===== src/rtl/fp_square_seq.sv =====
// Sequential fp32 squarer: valid/ready operand in, 24-step shift-add significand
// multiply, truncating normalisation, valid/ready result out.
module fp_square_seq (
    input  logic        clk,
    input  logic        rst,
    input  logic        in_valid,
    output logic        in_ready,
    input  logic [31:0] a_operand,
    output logic        out_valid,
    input  logic        out_ready,
    output logic [31:0] result,
    output logic        overflow,
    output logic        underflow
);

    typedef enum logic [1:0] {IDLE, MUL, PACK, OUT} state_t;

    localparam logic [31:0] QNAN    = 32'h7FC0_0000;
    localparam logic [31:0] POS_INF = 32'h7F80_0000;

    state_t      state_q, state_d;
    logic [7:0]  exp_q, exp_d;
    logic [47:0] mcand_q, mcand_d;
    logic [23:0] mplier_q, mplier_d;
    logic [47:0] acc_q, acc_d;
    logic [4:0]  cnt_q, cnt_d;
    logic        special_q, special_d;
    logic [31:0] result_q, result_d;
    logic        ovf_q, ovf_d;
    logic        unf_q, unf_d;

    logic [7:0]  a_exp;
    logic [22:0] a_mant;
    logic [9:0]  e_pack;
    logic [22:0] m_pack;

    assign a_exp  = a_operand[30:23];
    assign a_mant = a_operand[22:0];

    // Biased exponent of the square, two's complement so underflow shows as <= 0.
    assign e_pack = {1'b0, exp_q, 1'b0} - 10'd127 + {9'd0, acc_q[47]};
    assign m_pack = acc_q[47] ? acc_q[46:24] : acc_q[45:23];

    always_ff @(posedge clk) begin
        // NOTE: all state uses non-blocking assignment so every register samples
        // the pre-edge values of its neighbours.
        if (rst) begin
            state_q   <= IDLE;
            exp_q     <= '0;
            mcand_q   <= '0;
            mplier_q  <= '0;
            acc_q     <= '0;
            cnt_q     <= '0;
            special_q <= 1'b0;
            result_q  <= '0;
            ovf_q     <= 1'b0;
            unf_q     <= 1'b0;
        end else begin
            state_q   <= state_d;
            exp_q     <= exp_d;
            mcand_q   <= mcand_d;
            mplier_q  <= mplier_d;
            acc_q     <= acc_d;
            cnt_q     <= cnt_d;
            special_q <= special_d;
            result_q  <= result_d;
            ovf_q     <= ovf_d;
            unf_q     <= unf_d;
        end
    end

    always_comb begin
        // NOTE: every variable gets its hold value first, so no path infers a latch.
        state_d   = state_q;
        exp_d     = exp_q;
        mcand_d   = mcand_q;
        mplier_d  = mplier_q;
        acc_d     = acc_q;
        cnt_d     = cnt_q;
        special_d = special_q;
        result_d  = result_q;
        ovf_d     = ovf_q;
        unf_d     = unf_q;

        unique case (state_q)
            IDLE: begin
                if (in_valid) begin
                    exp_d     = a_exp;
                    mcand_d   = {24'd0, 1'b1, a_mant};
                    mplier_d  = {1'b1, a_mant};
                    acc_d     = '0;
                    cnt_d     = '0;
                    ovf_d     = 1'b0;
                    unf_d     = 1'b0;
                    special_d = (a_exp == 8'hFF) || (a_exp == 8'h00);
                    if (a_exp == 8'hFF) begin
                        result_d = (a_mant != 23'd0) ? QNAN : POS_INF;
                        state_d  = PACK;
                    end else if (a_exp == 8'h00) begin
                        result_d = '0;
                        state_d  = PACK;
                    end else begin
                        state_d  = MUL;
                    end
                end
            end
            MUL: begin
                if (mplier_q[0]) acc_d = acc_q + mcand_q;
                mcand_d  = mcand_q << 1;
                mplier_d = mplier_q >> 1;
                cnt_d    = cnt_q + 5'd1;
                if (cnt_q == 5'd23) state_d = PACK;
            end
            PACK: begin
                // Specials already hold their result; PACK only supplies the one-cycle latency.
                if (!special_q) begin
                    if ($signed(e_pack) >= 10'sd255) begin
                        result_d = POS_INF;
                        ovf_d    = 1'b1;
                    end else if ($signed(e_pack) <= 10'sd0) begin
                        result_d = '0;
                        unf_d    = 1'b1;
                    end else begin
                        result_d = {1'b0, e_pack[7:0], m_pack};
                    end
                end
                state_d = OUT;
            end
            OUT: begin
                if (out_ready) state_d = IDLE;
            end
            default: state_d = IDLE;
        endcase
    end

    assign in_ready  = (state_q == IDLE);
    assign out_valid = (state_q == OUT);
    assign result    = result_q;
    assign overflow  = ovf_q;
    assign underflow = unf_q;

endmodule


===== config.mk =====
export PLATFORM = sky130hd
export DESIGN_NAME = fp_square_seq
export DESIGN_NICKNAME = d
export VERILOG_FILES = /design/src/rtl/fp_square_seq.sv
export SDC_FILE = /design/constraint.sdc
export NUM_CORES = 1
export LEC_CHECK = 0
export BUFFER_PORTS_ARGS = -buffer_cell sky130_fd_sc_hd__buf_2
export CORE_ASPECT_RATIO = 0.9
export CORE_MARGIN = 3
export CORE_UTILIZATION = 63
export CTS_BUF_LIST = sky130_fd_sc_hd__clkbuf_8
export CTS_CLUSTER_DIAMETER = 60
export DETAILED_ROUTE_END_ITERATION = 6
export GPL_TIMING_DRIVEN = 0
export PLACE_DENSITY = 0.82
export SLEW_MARGIN = 30
export SYNTH_ARGS = -nofsm -noshare
export SYNTH_HDL_FRONTEND = slang
export SYNTH_SLANG_ARGS = --single-unit

===== constraint.sdc =====
create_clock -name clk -period 3.3 [get_ports clk]
set_input_delay 0.165 -clock clk [delete_from_list [all_inputs] [get_ports clk]]
set_output_delay 0.165 -clock clk [all_outputs]
set_load 0.1 [all_outputs]

-- After elaboration in Yosys (flattened, before gate mapping)
Index checks and enable logic that the tools add are counted.
Widths: inputs -> output; s select.
- register bits: 170
- latch bits: 0
- bits in writable memories: 0
- bits in read-only memories: 0
- bits of input ports: 36
- output and inout port bits: 36
- logic and storage cells: 75
- memories: 0
- add/sub/neg operators: 4
- multiply operators: 0
- divide/modulo/power cells: 0
- order comparisons: 2
- equal/unequal tests: 14
- shift-type cells: 0
- multiplexer cells: 32
- bitwise logic cells: 0
- reduce and logical (&&, ||, !) cells: 13
- operators by type and width (kind ; count):
    $pmux 48 s2 ; 2
    $mux 48 ; 3
    $mux 32 ; 4
    $pmux 32 s2 ; 1
    $mux 31 ; 2
    $add 48x48->48 ; 1
    $pmux 24 s2 ; 1
    $mux 23 ; 2
    $mux 24 ; 1
    $reduce_bool 23->1 ; 1
    $ne 2x2->1 const B ; 7
    $add 10x1->10 ; 1
    $ge 10x9->1 const B ; 1
    $le 10x1->1 const B ; 1
    $mux 2 ; 5
    $pmux 5 s2 ; 1
    $sub 9x7->10 const B ; 1
    $eq 8x8->1 const B ; 1
    $logic_not 8->1 ; 1
    $pmux 2 s4 ; 1
    $reduce_and 4->1 ; 2
    $mux 1 ; 6
    $reduce_and 3->1 ; 2
    $add 5x1->5 const B ; 1
    other kinds (12) ; 16

-- Depth between registers and ports, before layout
Gate-level depths: netlist of run 1.
- depth in word-level cells: 7
- mapped depth: 12
- depth with buffers taken out: 12

-- Worst setup path after synthesis of run 1
No wires, ideal clock.
- path kind: reg2reg
- start point: reg state_q[0]
- end point: reg acc_q[42]
- library setup time: 0.117 ns
- data arrival time: 2.770 ns
- data required time: 3.183 ns
- path slack: 0.413 ns
- stages on the path, launching flop included: 12
- buffers on the path: 3
- clock period less this slack: 2.887 ns
- cells stage by stage: dfxtp_1 inv_1 ha_1 clkbuf_1 nand2_1 o21ai_0 o21ai_1 nor2b_1 clkbuf_1 clkbuf_1 a21oi_1 nand2_1
- word-level cells in the longest chain between the ends: 3
- elaborated cells between the ends (all ways): 7
- those cells by class: 3 x eq/ne; 1 x mux; 3 x reduce/logical
- RTL lines (item ; RTL line ; RTL):
    from (decl) ; 21 ; state_t state_q, state_d;
    from (signal assigned) ; 59 ; state_q <= state_d;
    $logic_not 2->1 (*) ; n/a ;
    named net in_ready ; 7 ; output logic in_ready,
    $ne 2x2->1 (no source line) or $reduce_bool 2->1 (tied branches) ; n/a ;
    $reduce_and 3->1 (no source line) ; n/a ;
    to (signal assigned) ; 52 ; acc_q <= '0;
    to (signal assigned) ; 63 ; acc_q <= acc_d;
    to (decl) ; 25 ; logic [47:0] acc_q, acc_d;
Mark *: on every way through the listed nets, which the timed path passes. The rest lies on a longest branch.
A chain may end at the register's enable or synchronous reset.

-- Final worst setup path of run 1
- start point: reg mcand_q[2]
- end point: reg acc_q[45]
- word-level cells in the longest chain between the ends: 3
- RTL lines (item ; RTL line ; RTL):
    from (decl) ; 23 ; logic [47:0] mcand_q, mcand_d;
    from (signal assigned) ; 61 ; mcand_q <= mcand_d;
    $add 48x48->48 ; 108 ; if (mplier_q[0]) acc_d = acc_q + mcand_q;
    $mux 48 ; 108 ;
    $pmux 48 s2 ; 85 ; unique case (state_q)
Every way passes these cells. The select of a mux whose other input is x is not followed.

==> impl_results.rst, run 1 <==
.. list-table::
   :header-rows: 1

   * - Metric
     - Value
   * - Status
     - finished, final reports clean
   * - Most frequent cells in the layout
     - sky130_fd_sc_hd__dfxtp_1 (169), sky130_fd_sc_hd__nor2_1 (145), sky130_fd_sc_hd__nand2_1 (100)
   * - Clock tree from TritonCTS
     - built
   * - Dpl hpwl
     - 18500 um
   * - TritonRoute pass-1 iters
     - 5
   * - Vias after detailed routing
     - 8987
   * - Combined global-route utilization of all metal layers
     - 31.0%
   * - Pre-CTS worst setup slack
     - -0.208 ns
   * - Diode count
     - 0
   * - Synthesis-stage register bit count
     - 169
   * - Total grt overflow
     - 0
   * - Area overhead of the layout relative to synthesis
     - 12.5%
   * - R2R Setup Slk
     - 0.09 ns
   * - Critical Setup Path Class
     - register to register
   * - Endpoint type of the worst setup path
     - register
   * - Length of routed met3 wiring
     - 1970 um
   * - # rows
     - 41
   * - Synthesized netlist net count
     - 1251
   * - Post-synth design cell area
     - 9370 um2
   * - CTS sink cnt
     - 169
   * - Number of unique standard cell types used by synthesis
     - 62
   * - Proportion of layout cells with a drive suffix above 1
     - 9.78%
   * - Min Hold Slack
     - 0.113 ns
   * - Slew at the pin with the worst max-slew slack
     - 0.794 ns
   * - Sequential area share after synthesis
     - 36.1%
   * - DRC violation count after routing
     - 0
   * - Remaining max-slew budget at the tightest pin
     - 47.1%
   * - Worst setup SP type
     - register
   * - Number of instances in the synthesized netlist
     - 1159
   * - Top achievable clock speed
     - 0.312 GHz
   * - Global-route wire length before repair
     - 40800 um
   * - DRC violation total after the first TritonRoute iteration
     - 957
   * - Largest fanout on the critical path
     - 4
   * - Worst min-delay path class
     - input pin to register
   * - Via count normalized by instance count
     - 6.15
   * - Antenna violation net count after detailed routing
     - 0
   * - Met2 Routed Length
     - 10800 um
   * - Final hold violations
     - 0
   * - Worst vdd rail ir drop
     - 0.000764 V
   * - I/O pins
     - 72
   * - Total detailed-routing wirelength
     - 25300 um
   * - Overall die height
     - 122 um
   * - Final worst slack
     - 0.0918 ns
   * - Maximum number of pins on one net before global-route repair
     - 17
   * - Final setup vio count
     - 0
   * - Ys Warns
     - 0
   * - Final design area excluding fillers
     - 10500 um2
   * - Post-synth ARST share
     - 0%
   * - Ys flop type
     - sky130_fd_sc_hd__dfxtp_1
   * - Final layout net count
     - 1349
   * - Most common cell after layout, fill and taps aside
     - sky130_fd_sc_hd__dfxtp_1
   * - Worst-skew pair later-pin latency
     - 0.47 ns
   * - Unrepaired setup endpoints after global routing
     - true
   * - Fill cell instance count of the final layout
     - 1149
   * - Ratio of total power to cell area
     - 688 nW/um2
   * - Average cell area after synthesis
     - 8.09 um2
   * - Antenna violations before repair
     - 0
   * - Clock Skew
     - 0.0138 ns
   * - Cell leakage power
     - 4.27 nW
   * - Final count of pins violating max slew
     - 0
   * - Area after DPL
     - 9960 um2
   * - Cell at the root of the clock tree
     - sky130_fd_sc_hd__clkbuf_8
   * - Highest metal layer with signal wires
     - met4
   * - Initial Util
     - 65.5%
   * - Vias in the first global route
     - 8063
   * - Die width
     - 135 um
   * - RePlAce Congestion
     - 0.930
   * - Detail-routed net length per standard cell
     - 17.3 um
   * - Number of flops mapped to enable cells by yosys
     - 0
   * - M1 wire length
     - 12100 um
   * - Post-layout total power
     - 7.26 mW
   * - Final Critical Period
     - 3.21 ns
   * - Maximum clock path buffer count
     - 2
   * - Critical path required time
     - 3.66 ns
   * - Area of the core
     - 14300 um2
   * - Final period util
     - 97.2%
   * - I/O Buffers
     - 69
   * - Clock slew at reported path FFs
     - 0.09 ns
   * - Die Footprint
     - 16400 um2
   * - CTS HTree Levels
     - 4
   * - Arrival time of data at the critical path endpoint
     - 3.57 ns
   * - Clock buffers created by TritonCTS
     - 17
   * - Count of maximum capacitance violations
     - 0
==> sequential cells by signal (all words and copies together), names as in the netlist, 2 cells and up <==
register  flops
acc_q        48
exp_q         8
state_q       2
mplier_q     24
result       31
cnt_q         5
mcand_q      48
==> final cells by class <==
type / count / area [um2] / area share (%)
multi-input combinational: 891 / 5710 / 54.1
tap: 193 / 241 / 2.29
sequential: 169 / 3380 / 32.1
clock inverter: 10 / 119 / 1.13
clock buffer: 20 / 275 / 2.61
inverter: 27 / 101 / 0.961
timing repair buffer: 79 / 440 / 4.18
buffer: 72 / 279 / 2.65
==> stage by stage <==
stage / util (%) / std cells / TNS, ns
final: 73.7 / 1461 / 0
after global routing: 73.7 / 1461 / -0.0424
after CTS: 73.1 / 1459 / 0
after detailed placement: 69.6 / 1421 / -0.725
after global placement: 69.6 / 1421 / -0.658
after floorplan: - / 1159 / 0
==> worst paths after layout <==
check / start / end / cells past startpoint
worst min-delay path: rst / result[0] / 4
worst min register to register: result[17] / result[17] / 2
worst max-delay path: mcand_q[2] / acc_q[45] / 10
worst max register to register: mcand_q[2] / acc_q[45] / 10
==> cells in the mapped netlist, types with 3 or more instances <==
cell type	n	share of area [%]
sky130_fd_sc_hd__and4_1	4	0.37
sky130_fd_sc_hd__mux2i_1	25	2.7
sky130_fd_sc_hd__a31oi_1	6	0.40
sky130_fd_sc_hd__a22o_1	3	0.28
sky130_fd_sc_hd__nand2b_1	11	0.73
sky130_fd_sc_hd__a22oi_1	46	3.7
sky130_fd_sc_hd__nor4_1	9	0.60
sky130_fd_sc_hd__nor2b_1	30	2.0
sky130_fd_sc_hd__dfxtp_1	169	36
sky130_fd_sc_hd__a21oi_1	65	3.5
sky130_fd_sc_hd__o21ai_1	4	0.21
sky130_fd_sc_hd__nor3_1	59	3.2
sky130_fd_sc_hd__xor2_1	25	2.3
sky130_fd_sc_hd__and3_1	7	0.47
sky130_fd_sc_hd__a211oi_1	57	4.6
sky130_fd_sc_hd__xnor2_1	25	2.3
sky130_fd_sc_hd__or3_1	3	0.20
sky130_fd_sc_hd__and2_1	3	0.20
sky130_fd_sc_hd__o211ai_1	6	0.48
sky130_fd_sc_hd__a211o_1	3	0.28
sky130_fd_sc_hd__nand3_1	7	0.37
sky130_fd_sc_hd__o21ai_0	76	4.1
sky130_fd_sc_hd__or2_2	3	0.20
sky130_fd_sc_hd__nor2_1	146	5.8
sky130_fd_sc_hd__a21o_1	33	2.6
sky130_fd_sc_hd__nand4_1	22	1.5
sky130_fd_sc_hd__o21bai_1	9	0.72
sky130_fd_sc_hd__o21a_1	11	0.88
sky130_fd_sc_hd__nand2_1	100	4.0
sky130_fd_sc_hd__clkbuf_1	70	2.8
sky130_fd_sc_hd__ha_1	55	7.3
sky130_fd_sc_hd__inv_1	27	1.1
==> routing by layer <==
| metal | vias to the layer above | track usage, % |
|---|---|---|
| li1 | 4395 | - |
| met1 | 4203 | 46.1 |
| met2 | 351 | 46.0 |
| met3 | 38 | 5.74 |
| met4 | 0 | 8.65 |
| met5 | - | 0 |
==> critical path: stages (launching register included) <==
cell	delay (ns)
sky130_fd_sc_hd__dfxtp_1	0.35
sky130_fd_sc_hd__ha_1	0.36
sky130_fd_sc_hd__o211a_1	0.26
sky130_fd_sc_hd__a211oi_2	0.29
sky130_fd_sc_hd__o21ai_1	0.17
sky130_fd_sc_hd__a221o_1	0.42
sky130_fd_sc_hd__a221oi_4	0.40
sky130_fd_sc_hd__o2111ai_4	0.20
sky130_fd_sc_hd__a22oi_2	0.26
sky130_fd_sc_hd__mux2i_1	0.12
sky130_fd_sc_hd__a211o_1	0.28
==> where the power goes <==
group	switching (mW)	internal (mW)	total, mW
Sequential	0.281	2.39	2.67
Combinational	2.26	0.839	3.10
Clock	0.757	0.727	1.48
==> timing repair <==
item                                    in CTS  in global routing
resized for setup                            3                 19
pin swaps                                    1                  6
cloned                                       0                  0
setup buffers                                0                  2
endpoints found under the setup margin       5                 46
hold buffers                                 8                  0
hold endpoints to repair                     8                  0
==> kinds of logic (layout without fill, tap and decap cells) <==
logic type	after synthesis	after routing	synth area share [%]
other	1	1	0.0400
DFF	169	169	36.1
adders and majority gates	56	56	7.56
and+or+nand+nor	409	409	20.0
AOI/OAI and AO/OA	350	350	24.9
muxes	25	25	2.67
xor gates and xnor gates	50	50	4.67
buffers and inverters	99	208	4.00
Power figures use the tool's default switching activity.
==> run 2, diff against run 1 <==
--- a/config.mk
+++ b/config.mk
@@ -14,6 +14,7 @@
 export DETAILED_ROUTE_END_ITERATION = 6
 export GPL_TIMING_DRIVEN = 0
 export PLACE_DENSITY = 0.82
+export REMOVE_ABC_BUFFERS = 1
 export SLEW_MARGIN = 30
 export SYNTH_ARGS = -nofsm -noshare
 export SYNTH_HDL_FRONTEND = slang
==> run 2 against run 1 <==
  * Global-route usage down 1.8 points
  * Setup slack better by 0.028 ns
  * Total power up 4.8%
  * First-iteration DRC count down 27%
  * Count of clock-buffer cells in the layout down 2
  * Wire length down 5.0%
  * Combinational power up 9.0%
  * Maximum frequency up 0.89%
  * Utilization up 0.60 points
  * Hold slack worse by 0.079 ns
  * Clock skew down 0.00068 ns
  * Via count down 2.5%
  * Critical path type unchanged
  * Critical endpoint unchanged
  * Highest routed layer unchanged
==> impl_results.rst, run 2 (synthesized netlist as in run 1, its figures left out) <==
.. list-table::
   :header-rows: 1

   * - Metric
     - Value
   * - Clock network fraction of design power
     - 20.6%
   * - Remaining max-slew budget at the tightest pin
     - 49.0%
   * - Worst setup SP type
     - register
   * - Relative contribution of combinational cells to total power
     - 44.5%
   * - Final period util
     - 96.4%
   * - CTS HTree Levels
     - 4
   * - I/O Buffers
     - 69
   * - Via count normalized by instance count
     - 6.24
   * - Number of cells on the worst hold path
     - 2
   * - Worst-skew pair later-pin latency
     - 0.48 ns
   * - Die width
     - 135 um
   * - Antenna violation net count after detailed routing
     - 0
   * - Overall die height
     - 122 um
   * - Met2 Routed Length
     - 10500 um
   * - Most frequent cells in the layout
     - sky130_fd_sc_hd__dfxtp_1 (168), sky130_fd_sc_hd__nor2_1 (143), sky130_fd_sc_hd__nand2_1 (100)
   * - Most common cell after layout, fill and taps aside
     - sky130_fd_sc_hd__dfxtp_1
   * - Unrepaired setup endpoints after global routing
     - false
   * - Detail-routed net length per standard cell
     - 17.1 um
   * - Maximum number of pins on one net before global-route repair
     - 86
   * - Slew at the pin with the worst max-slew slack
     - 0.756 ns
   * - Critical Setup Path Class
     - register to register
   * - Total detailed-routing wirelength
     - 24000 um
   * - Initial Util
     - 65.5%
   * - CTS sink cnt
     - 169
   * - Worst reg2reg path depth
     - 10
   * - Diode count
     - 0
   * - Total grt overflow
     - 0
   * - Endpoint type of the worst setup path
     - register
   * - Critical path's most frequent cell
     - sky130_fd_sc_hd__a211o_1
   * - Max stage delay cell, worst path
     - sky130_fd_sc_hd__a221o_1
   * - Footprint of the flip-flops and latches
     - 3380 um2
   * - Power dissipated by switching net loads
     - 3.32 mW
   * - # rows
     - 41
   * - DRC violation total after the first TritonRoute iteration
     - 701
   * - Area overhead of the layout relative to synthesis
     - 13.4%
   * - Final hold violations
     - 0
   * - Fill cell instance count of the final layout
     - 1104
   * - Maximum clock path buffer count
     - 2
   * - Clock buffers created by TritonCTS
     - 17
   * - Global-route wire length before repair
     - 39200 um
   * - Final layout net count
     - 1291
   * - Proportion of layout cells with a drive suffix above 1
     - 11.4%
   * - Die Footprint
     - 16400 um2
   * - Final worst slack
     - 0.120 ns
   * - Final Critical Period
     - 3.18 ns
   * - Cell at the root of the clock tree
     - sky130_fd_sc_hd__clkbuf_8
   * - Area after DPL
     - 10100 um2
   * - Worst vdd rail ir drop
     - 0.000799 V
   * - Ratio of total power to cell area
     - 715 nW/um2
   * - Worst path depth
     - 10
   * - Clock slew at reported path FFs
     - 0.09 ns
   * - Post-layout total power
     - 7.61 mW
   * - Clock tree from TritonCTS
     - built
   * - Critical path required time
     - 3.67 ns
   * - Fraction of power spent switching nets
     - 43.7%
   * - Highest metal layer with signal wires
     - met4
   * - Final count of pins violating max slew
     - 0
   * - Final setup vio count
     - 0
   * - CP top delay family
     - compound AO/OA/AOI/OAI gates
   * - Largest fanout on the critical path
     - 3
   * - Crit path buf inv count
     - 0
   * - Area of the core
     - 14300 um2
   * - Cell leakage power
     - 4.30 nW
   * - Pre-CTS worst setup slack
     - -0.339 ns
   * - Vias after detailed routing
     - 8763
   * - Clock Skew
     - 0.0131 ns
   * - Top achievable clock speed
     - 0.314 GHz
   * - Combined global-route utilization of all metal layers
     - 29.2%
   * - Antenna violations before repair
     - 0
   * - Worst min-delay path class
     - input pin to register
   * - Multi-input gate area in the final layout
     - 5730 um2
   * - Pint
     - 4.28 mW
   * - Count of maximum capacitance violations
     - 0
   * - DRC violation count after routing
     - 0
   * - TritonRoute pass-1 iters
     - 5
   * - Arrival time of data at the critical path endpoint
     - 3.55 ns
   * - Final design area excluding fillers
     - 10600 um2
   * - Sequential share of power
     - 34.9%
   * - Vias in the first global route
     - 8066
   * - I/O pins
     - 72
   * - Delay of the slowest cell on the worst path
     - 0.43 ns
   * - CP cell instances
     - ha_1, a211o_1, a211oi_2, o21ai_1, a221o_1, a221oi_4, o2111ai_2, a22oi_2, mux2i_1, a211o_1
   * - Dpl hpwl
     - 16700 um
   * - Length of routed met3 wiring
     - 1350 um
   * - Min Hold Slack
     - 0.0336 ns
   * - RePlAce Congestion
     - 0.944
   * - M1 wire length
     - 11600 um
   * - Status
     - finished, final reports clean
[run 2: final timing paths]
kind / from / to / slack, ns
hold / removal: rst / acc_q[11] / 0.03
hold reg to reg: result[17] / result[17] / 0.45
setup reg to reg: mcand_q[0] / acc_q[45] / 0.12
setup / recovery: mcand_q[0] / acc_q[45] / 0.12
[run 2: what timing repair did]
action,CTS,global route
gates resized for setup,2,8
pin swaps,1,2
setup buffers,1,1
hold buffers,8,0
endpoints found under the hold margin,8,0
cloned,0,1
endpoints found under the setup margin,5,30
[run 2: power groups by stage]
stage / sequential, mW / combinational, mW / clock (mW)
after floorplan: 3.03 / 1.85 / 0
after global placement: 2.65 / 2.74 / 0
after CTS: 2.65 / 3.34 / 1.58
final: 2.66 / 3.38 / 1.56
after global routing: 2.69 / 3.68 / 1.66
after detailed placement: 2.69 / 3.30 / 0
[run 2: area by class of cell]
class	instances	share of cell area (%)
clock buffers	18	2.33
flip-flops and latches	169	31.8
inverters	27	0.953
well taps	193	2.27
clock inverters	13	1.60
repair buffers	92	7.11
multi-input cells	892	53.9
[run 2: metal layers]
| metal | GRT usage [%] | vias to the layer above |
|---|---|---|
| met2 | 45.7 | 311 |
| met5 | 0 | - |
| li1 | - | 4278 |
| met4 | 10.3 | 0 |
| met1 | 41.1 | 4122 |
| met3 | 4.75 | 52 |
[run 2: stage by stage]
step | instances | util [%] | setup TNS [ns]
2_1_floorplan | 1087 | - | -276.07
3_3_place_gp | 1349 | 67.7 | -661.14
6_report | 1404 | 74.3 | 0
4_1_cts | 1402 | 73.8 | 0
5_1_grt | 1404 | 74.3 | 0
3_5_place_dp | 1362 | 70.2 | -0.968
==> run 3, diff against run 2 <==
--- a/config.mk
+++ b/config.mk
@@ -8,12 +8,12 @@
 export BUFFER_PORTS_ARGS = -buffer_cell sky130_fd_sc_hd__buf_2
 export CORE_ASPECT_RATIO = 0.9
 export CORE_MARGIN = 3
-export CORE_UTILIZATION = 63
+export CORE_UTILIZATION = 24
 export CTS_BUF_LIST = sky130_fd_sc_hd__clkbuf_8
 export CTS_CLUSTER_DIAMETER = 60
 export DETAILED_ROUTE_END_ITERATION = 6
 export GPL_TIMING_DRIVEN = 0
-export PLACE_DENSITY = 0.82
+export PLACE_DENSITY = 0.38
 export REMOVE_ABC_BUFFERS = 1
 export SLEW_MARGIN = 30
 export SYNTH_ARGS = -nofsm -noshare
==> run 3 against run 2 <==
  * Setup slack better by 0.048 ns
  * Die area increased to 2.5 times the previous value
  * Clock power down 4%
  * Sequential share of layout area is 1.4 points lower
  * Final cell count grew 24%
  * Count of clock-buffer cells in the layout increased by 1
  * Maximum frequency rose by 1.5%
  * Sequential power about the same
  * Clock skew increased by 0.0050 ns
  * Largest cell class unchanged
  * Largest power group unchanged
  * Highest routed layer unchanged
==> impl_results.rst, run 3 (synthesized netlist as in run 1, its figures left out) <==
.. list-table::
   :header-rows: 1

   * - Metric
     - Value
   * - DRC violation count after routing
     - 0
   * - Die Footprint
     - 41500 um2
   * - Cell at the root of the clock tree
     - sky130_fd_sc_hd__clkbuf_8
   * - # rows
     - 68
   * - Post-layout total power
     - 7.65 mW
   * - Final design area excluding fillers
     - 11100 um2
   * - Final Critical Period
     - 3.13 ns
   * - Final period util
     - 94.9%
   * - Antenna violations before repair
     - 0
   * - Via count normalized by instance count
     - 4.81
   * - TritonRoute pass-1 iters
     - 5
   * - Worst-skew pair later-pin latency
     - 0.48 ns
   * - Worst min-delay path class
     - input pin to register
   * - Remaining max-slew budget at the tightest pin
     - 48.9%
   * - Total detailed-routing wirelength
     - 28700 um
   * - Slew at the pin with the worst max-slew slack
     - 0.767 ns
   * - Filler-free cell count of the finished design
     - 1739
   * - Area overhead of the layout relative to synthesis
     - 18.7%
   * - Min Hold Slack
     - 0.0634 ns
   * - Count of maximum capacitance violations
     - 0
   * - Largest fanout on the critical path
     - 3
   * - Endpoint type of the worst setup path
     - register
   * - Max stage delay cell, worst path
     - sky130_fd_sc_hd__a221o_1
   * - Pre-CTS worst setup slack
     - -0.665 ns
   * - Dpl hpwl
     - 20500 um
   * - Critical path's most frequent cell
     - sky130_fd_sc_hd__a211o_1
   * - Area after DPL
     - 10500 um2
   * - Die width
     - 214 um
   * - Post-layout util
     - 28.9%
   * - Number of placed cells counting well taps
     - 1692
   * - DRC violation total after the first TritonRoute iteration
     - 482
   * - Vias after detailed routing
     - 8373
   * - CTS HTree Levels
     - 4
   * - Critical Setup Path Class
     - register to register
   * - Critical path required time
     - 3.67 ns
   * - Area of the core
     - 38500 um2
   * - Clock tree from TritonCTS
     - built
   * - Proportion of layout cells with a drive suffix above 1
     - 11.8%
   * - Clock Skew
     - 0.0181 ns
   * - Clock slew at reported path FFs
     - 0.09 ns
   * - Unrepaired setup endpoints after global routing
     - true
   * - Arrival time of data at the critical path endpoint
     - 3.50 ns
   * - Final worst slack
     - 0.168 ns
   * - Worst vdd rail ir drop
     - 0.000368 V
   * - Final hold violations
     - 0
   * - Post-Route Setup TNS
     - 0 ns
   * - Antenna violation net count after detailed routing
     - 0
   * - Cell leakage power
     - 4.36 nW
   * - CTS sink cnt
     - 169
   * - Ratio of total power to cell area
     - 688 nW/um2
   * - I/O pins
     - 72
   * - Diode count
     - 0
   * - Maximum number of pins on one net before global-route repair
     - 75
   * - Overall die height
     - 193 um
   * - Initial Util
     - 24.4%
   * - Status
     - finished, final reports clean
   * - Most common cell after layout, fill and taps aside
     - sky130_fd_sc_hd__dfxtp_1
   * - Combined global-route utilization of all metal layers
     - 14.0%
   * - Maximum clock path buffer count
     - 2
   * - Delay of the slowest cell on the worst path
     - 0.41 ns
   * - Footprint of the flip-flops and latches
     - 3390 um2
   * - Final layout net count
     - 1294
   * - Worst setup SP type
     - register
   * - Vias in the first global route
     - 8402
   * - Top achievable clock speed
     - 0.319 GHz
   * - RePlAce Congestion
     - 0.817
   * - Total grt overflow
     - 0
   * - I/O Buffers
     - 69
   * - Fill cell instance count of the final layout
     - 4191
   * - Multi-input gate area in the final layout
     - 5780 um2
   * - Detail-routed net length per standard cell
     - 16.5 um
   * - Final setup vio count
     - 0
   * - Final count of pins violating max slew
     - 0
   * - CP cell instances
     - ha_1, a211o_1, a211oi_2, o21ai_1, a221o_1, a221oi_4, o2111ai_4, a22oi_2, mux2i_1, a211o_1
   * - Global-route wire length before repair
     - 47100 um
   * - R2R Setup Slk
     - 0.17 ns
   * - Clock buffers created by TritonCTS
     - 17
   * - Most frequent cells in the layout
     - sky130_fd_sc_hd__dfxtp_1 (167), sky130_fd_sc_hd__nor2_1 (143), sky130_fd_sc_hd__nand2_1 (100)
-- run 3: final timing paths --
kind         startpoint    endpoint  cells past startpoint
max          mcand_q[1]   acc_q[45]                     10
min                 rst    acc_q[8]                      2
max reg2reg  mcand_q[1]   acc_q[45]                     10
min reg2reg  result[17]  result[17]                      2
-- run 3: power by group --
group	leakage [nW]	total (mW)	switching [mW]	internal (mW)
clock	0.201	1.50	0.798	0.706
sequential	1.38	2.66	0.264	2.39
combinational	2.78	3.49	2.34	1.16
-- run 3: routing by layer --
metal | GRT usage (%) | vias up | wire [um]
li1 | - | 4285 | -
met1 | 20.9 | 3952 | 15400
met2 | 20.7 | 112 | 12200
met3 | 2.26 | 24 | 828
met4 | 3.89 | 0 | 377
met5 | 0 | - | 0
-- run 3: area by class of cell --
cell class                 instances  area share [%]
clock buffer                      19            2.35
sequential                       169            30.5
clock inverter                    12            1.15
multi-input combinational        892            52.0
inverter                          27           0.911
timing repair buffer              95            7.27
tap                              525            5.91
-- run 3: timing repair --
item / CTS / global route
gates resized for setup: 6 / 10
buffers inserted: 3 / 4
hold buffers: 8 / 0
endpoints found under the hold margin: 8 / 0
endpoints found under the setup margin: 30 / 34
pin swaps: 1 / 9
gates cloned: 1 / 0
-- run 3: critical path, delay by kind of cell (launching register included) --
family / cells / cell delay [ns]
compound gates: 8 / 2.27
flops: 1 / 0.34
fa+ha+maj: 1 / 0.31
mux: 1 / 0.10
